**config.mk**
```make
export PLATFORM = sky130hd
export DESIGN_NAME = hazard_ctrl
export DESIGN_NICKNAME = d
export VERILOG_FILES = /design/src/rtl/pipeline_pkg.sv /design/src/rtl/sat_counter.sv /design/src/rtl/hazard_ctrl.sv
export SDC_FILE = /design/constraint.sdc
export NUM_CORES = 1
export LEC_CHECK = 0
export CORE_ASPECT_RATIO = 0.6
export CORE_UTILIZATION = 46
export DETAILED_ROUTE_END_ITERATION = 16
export PLACE_DENSITY = 0.87
export SLEW_MARGIN = 20
export SYNTH_ARGS = -nofsm -noshare
export SYNTH_HDL_FRONTEND = slang
export SYNTH_SLANG_ARGS = --single-unit
```
**constraint.sdc**
```tcl
create_clock -name clk -period 2.8 [get_ports clk]
set_input_delay 0.7 -clock clk [delete_from_list [all_inputs] [get_ports clk]]
set_output_delay 0.7 -clock clk [all_outputs]
set_load 0.02 [all_outputs]
```
**src/rtl/pipeline_pkg.sv**
```systemverilog
// Shared types for the pipeline hazard unit: forwarding selects and scoreboard entry.
// Latency: n/a (types and a pure helper function only).
// Backpressure: n/a.
package pipeline_pkg;

    // Scoreboard register fields are stored at this width. The hazard unit
    // zero-extends its REG_AW-wide ports into it, so REG_AW must not exceed it.
    localparam int SB_AW = 8;

    typedef logic [SB_AW-1:0] reg_t;

    // EX operand source select.
    typedef enum logic [1:0] {
        FWD_RF  = 2'b00,
        FWD_WB  = 2'b01,
        FWD_MEM = 2'b10
    } fwd_sel_e;

    // One in-flight instruction as seen by the hazard unit.
    typedef struct packed {
        logic valid;
        reg_t rd;
        reg_t rs1;
        reg_t rs2;
        logic use_rs1;
        logic use_rs2;
        logic reg_write;
        logic mem_read;
    } sb_entry_t;

    // True when src will write register rs and the consumer actually reads rs.
    // Loads are excluded unless allow_load is set; x0 never matches.
    function automatic logic fwd_hit(input sb_entry_t src, input reg_t rs,
                                     input logic use_rs, input logic allow_load);
        return src.valid && src.reg_write && (allow_load || !src.mem_read) &&
               (src.rd != '0) && use_rs && (src.rd == rs);
    endfunction

endpackage

```
**src/rtl/sat_counter.sv**
```systemverilog
// Saturating up-counter: counts cycles with inc high and sticks at all-ones.
// Latency: count visible the cycle after inc.
// Backpressure: none; inc is sampled every cycle, ignored once saturated.
module sat_counter #(
    parameter int W = 16
) (
    input  logic         clk,
    input  logic         reset,
    input  logic         inc,
    output logic [W-1:0] cnt
);

    // Count up on inc, hold once every bit is set.
    always_ff @(posedge clk) begin
        if (reset) begin
            cnt <= '0;
        end else if (inc && (cnt != '1)) begin
            cnt <= cnt + 1'b1;
        end
    end

endmodule

```
**src/rtl/hazard_ctrl.sv**
```systemverilog
// Pipeline hazard unit: stall/flush/hold enables, EX forwarding selects, perf counters.
// Latency: control and forwarding outputs are combinational (zero cycles); counters one cycle.
// Backpressure: mem_busy freezes everything; load-use stalls IF/ID for exactly one cycle.
module hazard_ctrl
    import pipeline_pkg::*;
#(
    parameter int REG_AW = 5,
    parameter int CNT_W  = 16
) (
    input  logic              clk,
    input  logic              reset,
    input  logic              id_valid,
    input  logic [REG_AW-1:0] id_rs1,
    input  logic [REG_AW-1:0] id_rs2,
    input  logic              id_use_rs1,
    input  logic              id_use_rs2,
    input  logic [REG_AW-1:0] id_rd,
    input  logic              id_reg_write,
    input  logic              id_mem_read,
    input  logic              ex_branch_taken,
    input  logic              mem_busy,
    output logic              pc_write,
    output logic              if_id_write,
    output logic              if_id_flush,
    output logic              id_ex_bubble,
    output logic              ex_mem_hold,
    output logic [1:0]        fwd_a,
    output logic [1:0]        fwd_b,
    output logic [CNT_W-1:0]  stall_cnt,
    output logic [CNT_W-1:0]  flush_cnt
);

    sb_entry_t ex_q, mem_q, wb_q;
    sb_entry_t id_ent;
    logic      lu_hit, load_use, br_flush;

    // Operand usage of the older stages only matters while they sit in EX.
    wire unused_sb = ^{mem_q.rs1, mem_q.rs2, mem_q.use_rs1, mem_q.use_rs2,
                       wb_q.rs1, wb_q.rs2, wb_q.use_rs1, wb_q.use_rs2};

    // Pack the ID-stage instruction into a scoreboard entry.
    always_comb begin
        id_ent           = '0;
        id_ent.valid     = id_valid;
        id_ent.rd        = reg_t'(id_rd);
        id_ent.rs1       = reg_t'(id_rs1);
        id_ent.rs2       = reg_t'(id_rs2);
        id_ent.use_rs1   = id_use_rs1;
        id_ent.use_rs2   = id_use_rs2;
        id_ent.reg_write = id_reg_write;
        id_ent.mem_read  = id_mem_read;
    end

    // Hazard detection, ordered mem_busy > branch flush > load-use.
    always_comb begin
        lu_hit = ex_q.valid && ex_q.mem_read && ex_q.reg_write && (ex_q.rd != '0) &&
                 id_valid &&
                 ((id_use_rs1 && (reg_t'(id_rs1) == ex_q.rd)) ||
                  (id_use_rs2 && (reg_t'(id_rs2) == ex_q.rd)));
        br_flush = !reset && !mem_busy && ex_q.valid && ex_branch_taken;
        load_use = !reset && !mem_busy && !br_flush && lu_hit;
    end

    // Pipeline enables; reset forces a squashed, non-advancing front end.
    always_comb begin
        pc_write     = 1'b1;
        if_id_write  = 1'b1;
        if_id_flush  = 1'b0;
        id_ex_bubble = 1'b0;
        ex_mem_hold  = 1'b0;
        if (reset) begin
            pc_write     = 1'b0;
            if_id_write  = 1'b0;
            if_id_flush  = 1'b1;
            id_ex_bubble = 1'b1;
        end else if (mem_busy) begin
            pc_write     = 1'b0;
            if_id_write  = 1'b0;
            ex_mem_hold  = 1'b1;
        end else if (br_flush) begin
            if_id_flush  = 1'b1;
            id_ex_bubble = 1'b1;
        end else if (load_use) begin
            pc_write     = 1'b0;
            if_id_write  = 1'b0;
            id_ex_bubble = 1'b1;
        end
    end

    // EX operand forwarding: MEM (non-load) beats WB (loads allowed) beats regfile.
    always_comb begin
        fwd_a = FWD_RF;
        fwd_b = FWD_RF;
        if (!reset) begin
            if (fwd_hit(mem_q, ex_q.rs1, ex_q.use_rs1, 1'b0))     fwd_a = FWD_MEM;
            else if (fwd_hit(wb_q, ex_q.rs1, ex_q.use_rs1, 1'b1)) fwd_a = FWD_WB;
            if (fwd_hit(mem_q, ex_q.rs2, ex_q.use_rs2, 1'b0))     fwd_b = FWD_MEM;
            else if (fwd_hit(wb_q, ex_q.rs2, ex_q.use_rs2, 1'b1)) fwd_b = FWD_WB;
        end
    end

    // Scoreboard shift: frozen on mem_busy, EX squashed on flush or load-use bubble.
    always_ff @(posedge clk) begin
        if (reset) begin
            ex_q  <= '0;
            mem_q <= '0;
            wb_q  <= '0;
        end else if (!mem_busy) begin
            wb_q  <= mem_q;
            mem_q <= ex_q;
            ex_q  <= (br_flush || load_use) ? sb_entry_t'('0) : id_ent;
        end
    end

    sat_counter #(.W(CNT_W)) u_stall_cnt (
        .clk   (clk),
        .reset (reset),
        .inc   (!reset && (mem_busy || load_use)),
        .cnt   (stall_cnt)
    );

    sat_counter #(.W(CNT_W)) u_flush_cnt (
        .clk   (clk),
        .reset (reset),
        .inc   (br_flush),
        .cnt   (flush_cnt)
    );

endmodule

```
# Word-level counts from Yosys, hierarchy flattened
# Cells that the tools add are included.
# W data, S select, Z words.
# word_totals
register_bits	82
input_bits	24
wordCells	85
# op_classes
addsub	2
eq_ne	8
mux	20
reduce_logical	38
# ops
cell	count
$add A16 B1 Y16 const B	2
$eq A8 B8 Y1	4
$ne A16 B16 Y1 const B	2
$mux W29	1
$logic_and A1 B1 Y1	28
$reduce_bool A8 Y1	3
$eq A5 B8 Y1	2
$mux W1	15
$mux W2	4
$logic_not A1 Y1	4
$logic_or A1 B1 Y1	3

# Depth between registers and ports, before layout
# Gate-level depths: netlist of the first run.
# logic_depth
word_depth	11
ltp_mapped	9
ltp_nobuf	7

# By module
# A second synthesis of the first run with hierarchy kept.
# unflattened
cells_unflattened	405
area_unflattened_um2	3514.6
# by_module_without_submodules
module	instances	cells_per_inst	area_per_inst_um2
hazard_ctrl	1	207	1818.0
sat_counter	2	99	848.3

# Worst setup path before layout of the first run
# No wires, ideal clock.
# synth_timing
path_kind	input-to-output
start	in mem_busy
end	out pc_write
arrival_ns	2.499
required_ns	2.100
setup_slack_ns	-0.399
cell_stages	9
n_path_buf	4
cell_sequence	buf_6 nor2b_1 a21oi_1 inv_1 o41a_4 buf_6 clkbuf_1 nor2b_1 buf_4
# synth_between
elab_chain_len	11
# synth_lines
item	line	rtl
start, declared	hazard_ctrl.sv:21	input logic mem_busy,
$logic_not A1 Y1	n/a	
$logic_and A1 B1 Y1	hazard_ctrl.sv:60, hazard_ctrl.sv:61	
$logic_and A1 B1 Y1 (2 in a row)	hazard_ctrl.sv:60	br_flush = !reset && !mem_busy && ex_q.valid && ex_branch_taken;
$logic_not A1 Y1	hazard_ctrl.sv:61	load_use = !reset && !mem_busy && !br_flush && lu_hit;
$logic_and A1 B1 Y1 (2 in a row)	hazard_ctrl.sv:61	
$mux W1 (2 in a row)	n/a	
$mux W1 * (2 in a row)	n/a	
end, declared	hazard_ctrl.sv:22	output logic pc_write,
# Every way passes the cells marked *; elsewhere a longest branch is shown, timed or not.

# Final worst setup path of the first run
# layout_timing
start	in id_rs2[4]
end	out id_ex_bubble
# layout_between
elab_chain_len	9
# layout_lines
item	line	rtl
start, declared	hazard_ctrl.sv:14	input logic [REG_AW-1:0] id_rs2,
$eq A5 B8 Y1	hazard_ctrl.sv:59	(id_use_rs2 && (reg_t'(id_rs2) == ex_q.rd)));
$logic_and A1 B1 Y1	hazard_ctrl.sv:59	
$logic_or A1 B1 Y1	hazard_ctrl.sv:58	((id_use_rs1 && (reg_t'(id_rs1) == ex_q.rd)) ||
$logic_and A1 B1 Y1	hazard_ctrl.sv:57	id_valid &&
$logic_and A1 B1 Y1	hazard_ctrl.sv:61	
$mux W1	hazard_ctrl.sv:83	end else if (load_use) begin
$mux W1	hazard_ctrl.sv:80	end else if (br_flush) begin
$mux W1	hazard_ctrl.sv:76	end else if (mem_busy) begin
$mux W1	hazard_ctrl.sv:71	if (reset) begin
end, declared	hazard_ctrl.sv:25	output logic id_ex_bubble,
# No other way between the ends.

==> run metrics, run 1 <==
synth unique cells 42; arrival time worst endpoint between 2000 and 2500 ps; Reg clk slew, reported paths approximately 60 ps; Yosys reg bits 67; failing checks negative setup slack; WHS Endpoint u_stall_cnt.cnt[5]; H-tree level count 3; setup slack after placement -761 ps; row count 23; mean routed wirelength per cell 16.5 µm; Reg2Reg Depth 7; Pwr Total 0.00249 W; Crit path max-delay family compound AO/OA/AOI/OAI gates; CP Cell Sequence buf_8, xor2_2, nor4_2, a32oi_2, o31ai_1, buf_4, buf_2; Mapped Nets 369; Fin Setup TNS -162 ps; core area ~6700 µm²; critical path startpoint category primary input; initial antenna violation count 0; Worst R2R End u_stall_cnt.cnt[9]; number of global-route vias before repair approximately 2800; DR vias 2950; Post-DP Area slightly above 4000 µm²; RSZ-0062 raised after global routing true; number of synthesized flops with an enable pin 0; initial DRC count around 230; Clock Skews just under 9 ps; Bufs and invs on worst path 3; Max Slew Vio Count 0; post-route cell area around 4500 µm²; first-pass GRT wire length roughly 14000 µm; starting density of the core 0.478; die area ~7300 µm²; CP max FO 2; PwrDens roughly 560 nW/µm²; Hold Fails Final Rpt 0; top cells by area, synth dfxtp_1 (42%), xor2_1 (8.2%), nor2_1 (5.5%); met1 GRT Util 0.318; Peak VDD IR approximately 0.30 mV; Worst path max stage delay around 370 ps; slew of the pin with the lowest slew margin between 600 and 700 ps; gr ovfl total 0; DRC violations left 0; worst reg2reg setup slack around 230 ps; worst hold path type reg -> reg; CTS tree built; Layout area overhead 39.6%; Synth Flop Type dfxtp_1; Slew HR 0.561; # diodes 0; final worst-path cycle share 1.02; P_leak between 1.5 and 2 nW; GRT busiest layer met2; slowest CP cell nor4_2; worst-case clock buffer depth 2; CTS buffer count 9; sequential share of the synthesized area 0.419; final RePlAce weighted congestion approximately 0.90; RR Startpoint ex_q[24]; hold path start u_stall_cnt.cnt[5]; critical path class in -> out; Port Buffer Count between 60 and 70; Data required, critical path roughly 2100 ps; synthesized netlist cell count ~340; Final setup viols 3; pin count of the biggest net entering global routing 27; fin crit period around 2900 ps; final wirelength between 8000 and 9000 µm; Die X 110 µm; Global Route Usage Sum 0.250; Post-DP HPWL roughly 6000 µm; DIE HEIGHT around 67 µm; cell area after synthesis between 3000 and 4000 µm²; CP endpoint kind primary output; Syn Area/Cell a little over 9 µm²; drt pass-1 iters 6; dominant cell type by area after synthesis dfxtp_1; setup slack after layout -60.6 ps; max_cap viols 0; share of cells above drive strength 1 0.196; Synth top area share 0.419; Hold Path Stages 2; met3 Usage GRT 0.0744; Via density approximately 5.6; final core occ 0.667; I/O pin count 65; Highest Clock Rate around 0.35 GHz; worst-skew pair later-pin latency about 340 ps; Layout Nets 460; Syn. warnings 0; root buf cell clkbuf_16; outcome finished, violations left; ANT nets after route 0; Clock Sinks 67; FFs w/ async S/R, synth 0; CP Launch Point id_rs2[4]; met2 GRT Util 0.385
worst max path at each step:
stage	end	slack [ps]	depth (start not counted)
2_1_floorplan	pc_write	-110	8
3_3_place_gp	pc_write	-750	7
3_5_place_dp	if_id_write	-760	7
4_1_cts	if_id_write	-100	7
5_1_grt	if_id_write	-100	7
6_report	id_ex_bubble	-60	7
per-stage QoR:
step                      hold WS, ps  cells
after floorplan                   464    343
after global placement            475    507
after detailed placement          498    507
after CTS                         511    525
after global routing              533    526
final                             508    526
placed cells by master (no fill, tap or decap), drive strengths merged, types with 5 or more instances in the layout:
cell	instances
nor2	47
inv	10
xnor2	14
a21oi	12
clkdlybuf4s50	42
nand3	14
xor2	30
or4	10
a22o	20
nand4	8
nand2	14
nor2b	8
clkbuf	13
o31ai	7
dfxtp	67
mux2i	15
dlygate4sd2	5
mux2	6
nor4	15
buf	43
logic make-up (layout without fill, tap and decap cells):
group                    after synthesis  after routing  share of synthesized area
AND/OR/NAND/NOR                      137            137                      0.231
flip-flops                            67             67                      0.419
AO/OA/AOI/OAI                         51             51                      0.123
XOR/XNOR                              44             44                      0.120
multiplexers                          21             21                     0.0679
buffers and inverters                 21            117                     0.0308
adder cells (fa/ha/maj)                2              2                    0.00781
synth_stat cells, types with 10 or more instances:
cell and n:
nand2_1 14, or4_1 10, clkbuf_1 11, xnor2_1 14
nor4_1 13, mux2i_1 15, nor2_1 47, nand3_1 14
dfxtp_1 67, a22o_1 20, xor2_1 30, a21oi_1 12
metal layers:
metal	up-vias	wire [µm]
met4	0	221
met3	24	550
met5	-	0
li1	1423	-
met1	1408	4000
met2	95	3930
cell type report:
| class | count | area, µm² |
|---|---|---|
| clock inverter | 7 | 104 |
| tap | 87 | 109 |
| sequential | 67 | 1340 |
| timing repair buffer | 96 | 856 |
| fill | 516 | 2230 |
| multi-input combinational | 255 | 1820 |
| clock buffer | 9 | 225 |
| inverter | 5 | 18.8 |
timing repair:
action                     4_1_cts  5_1_grt
setup endpoints to repair       22        6
hold buffers                     0        0
pin swaps                        6        6
gates resized for setup         60       18
buffers inserted                 2        1
sequential cells by signal, summed over array words and instances, names as in the netlist:
name and cells:
ex_q 20, wb_q 7, mem_q 8, u_flush_cnt.cnt 16
u_stall_cnt.cnt 16
where the power goes:
| part | switching [W] | internal [W] |
|---|---|---|
| registers | 0.0000352 | 0.000979 |
| clock network | 0.000453 | 0.000795 |
| logic | 0.000110 | 0.000116 |
| total | 0.000599 | 0.00189 |
worst reg2reg max path, stage by stage (launching register included):
cell and delay (ps):
dfxtp_2 370, xor2_2 180, nor4_2 370, a32oi_2 190, o41a_4 380, buf_4 220, nor4_1 390, mux2_1 350
(Power assumes the default switching activity.)
==> run 2, diff against run 1 <==
CAP_MARGIN = 40   (was not set)
==> results of run 2 <==
No change in the layout: final DEF, timing and power equal those of run 1.
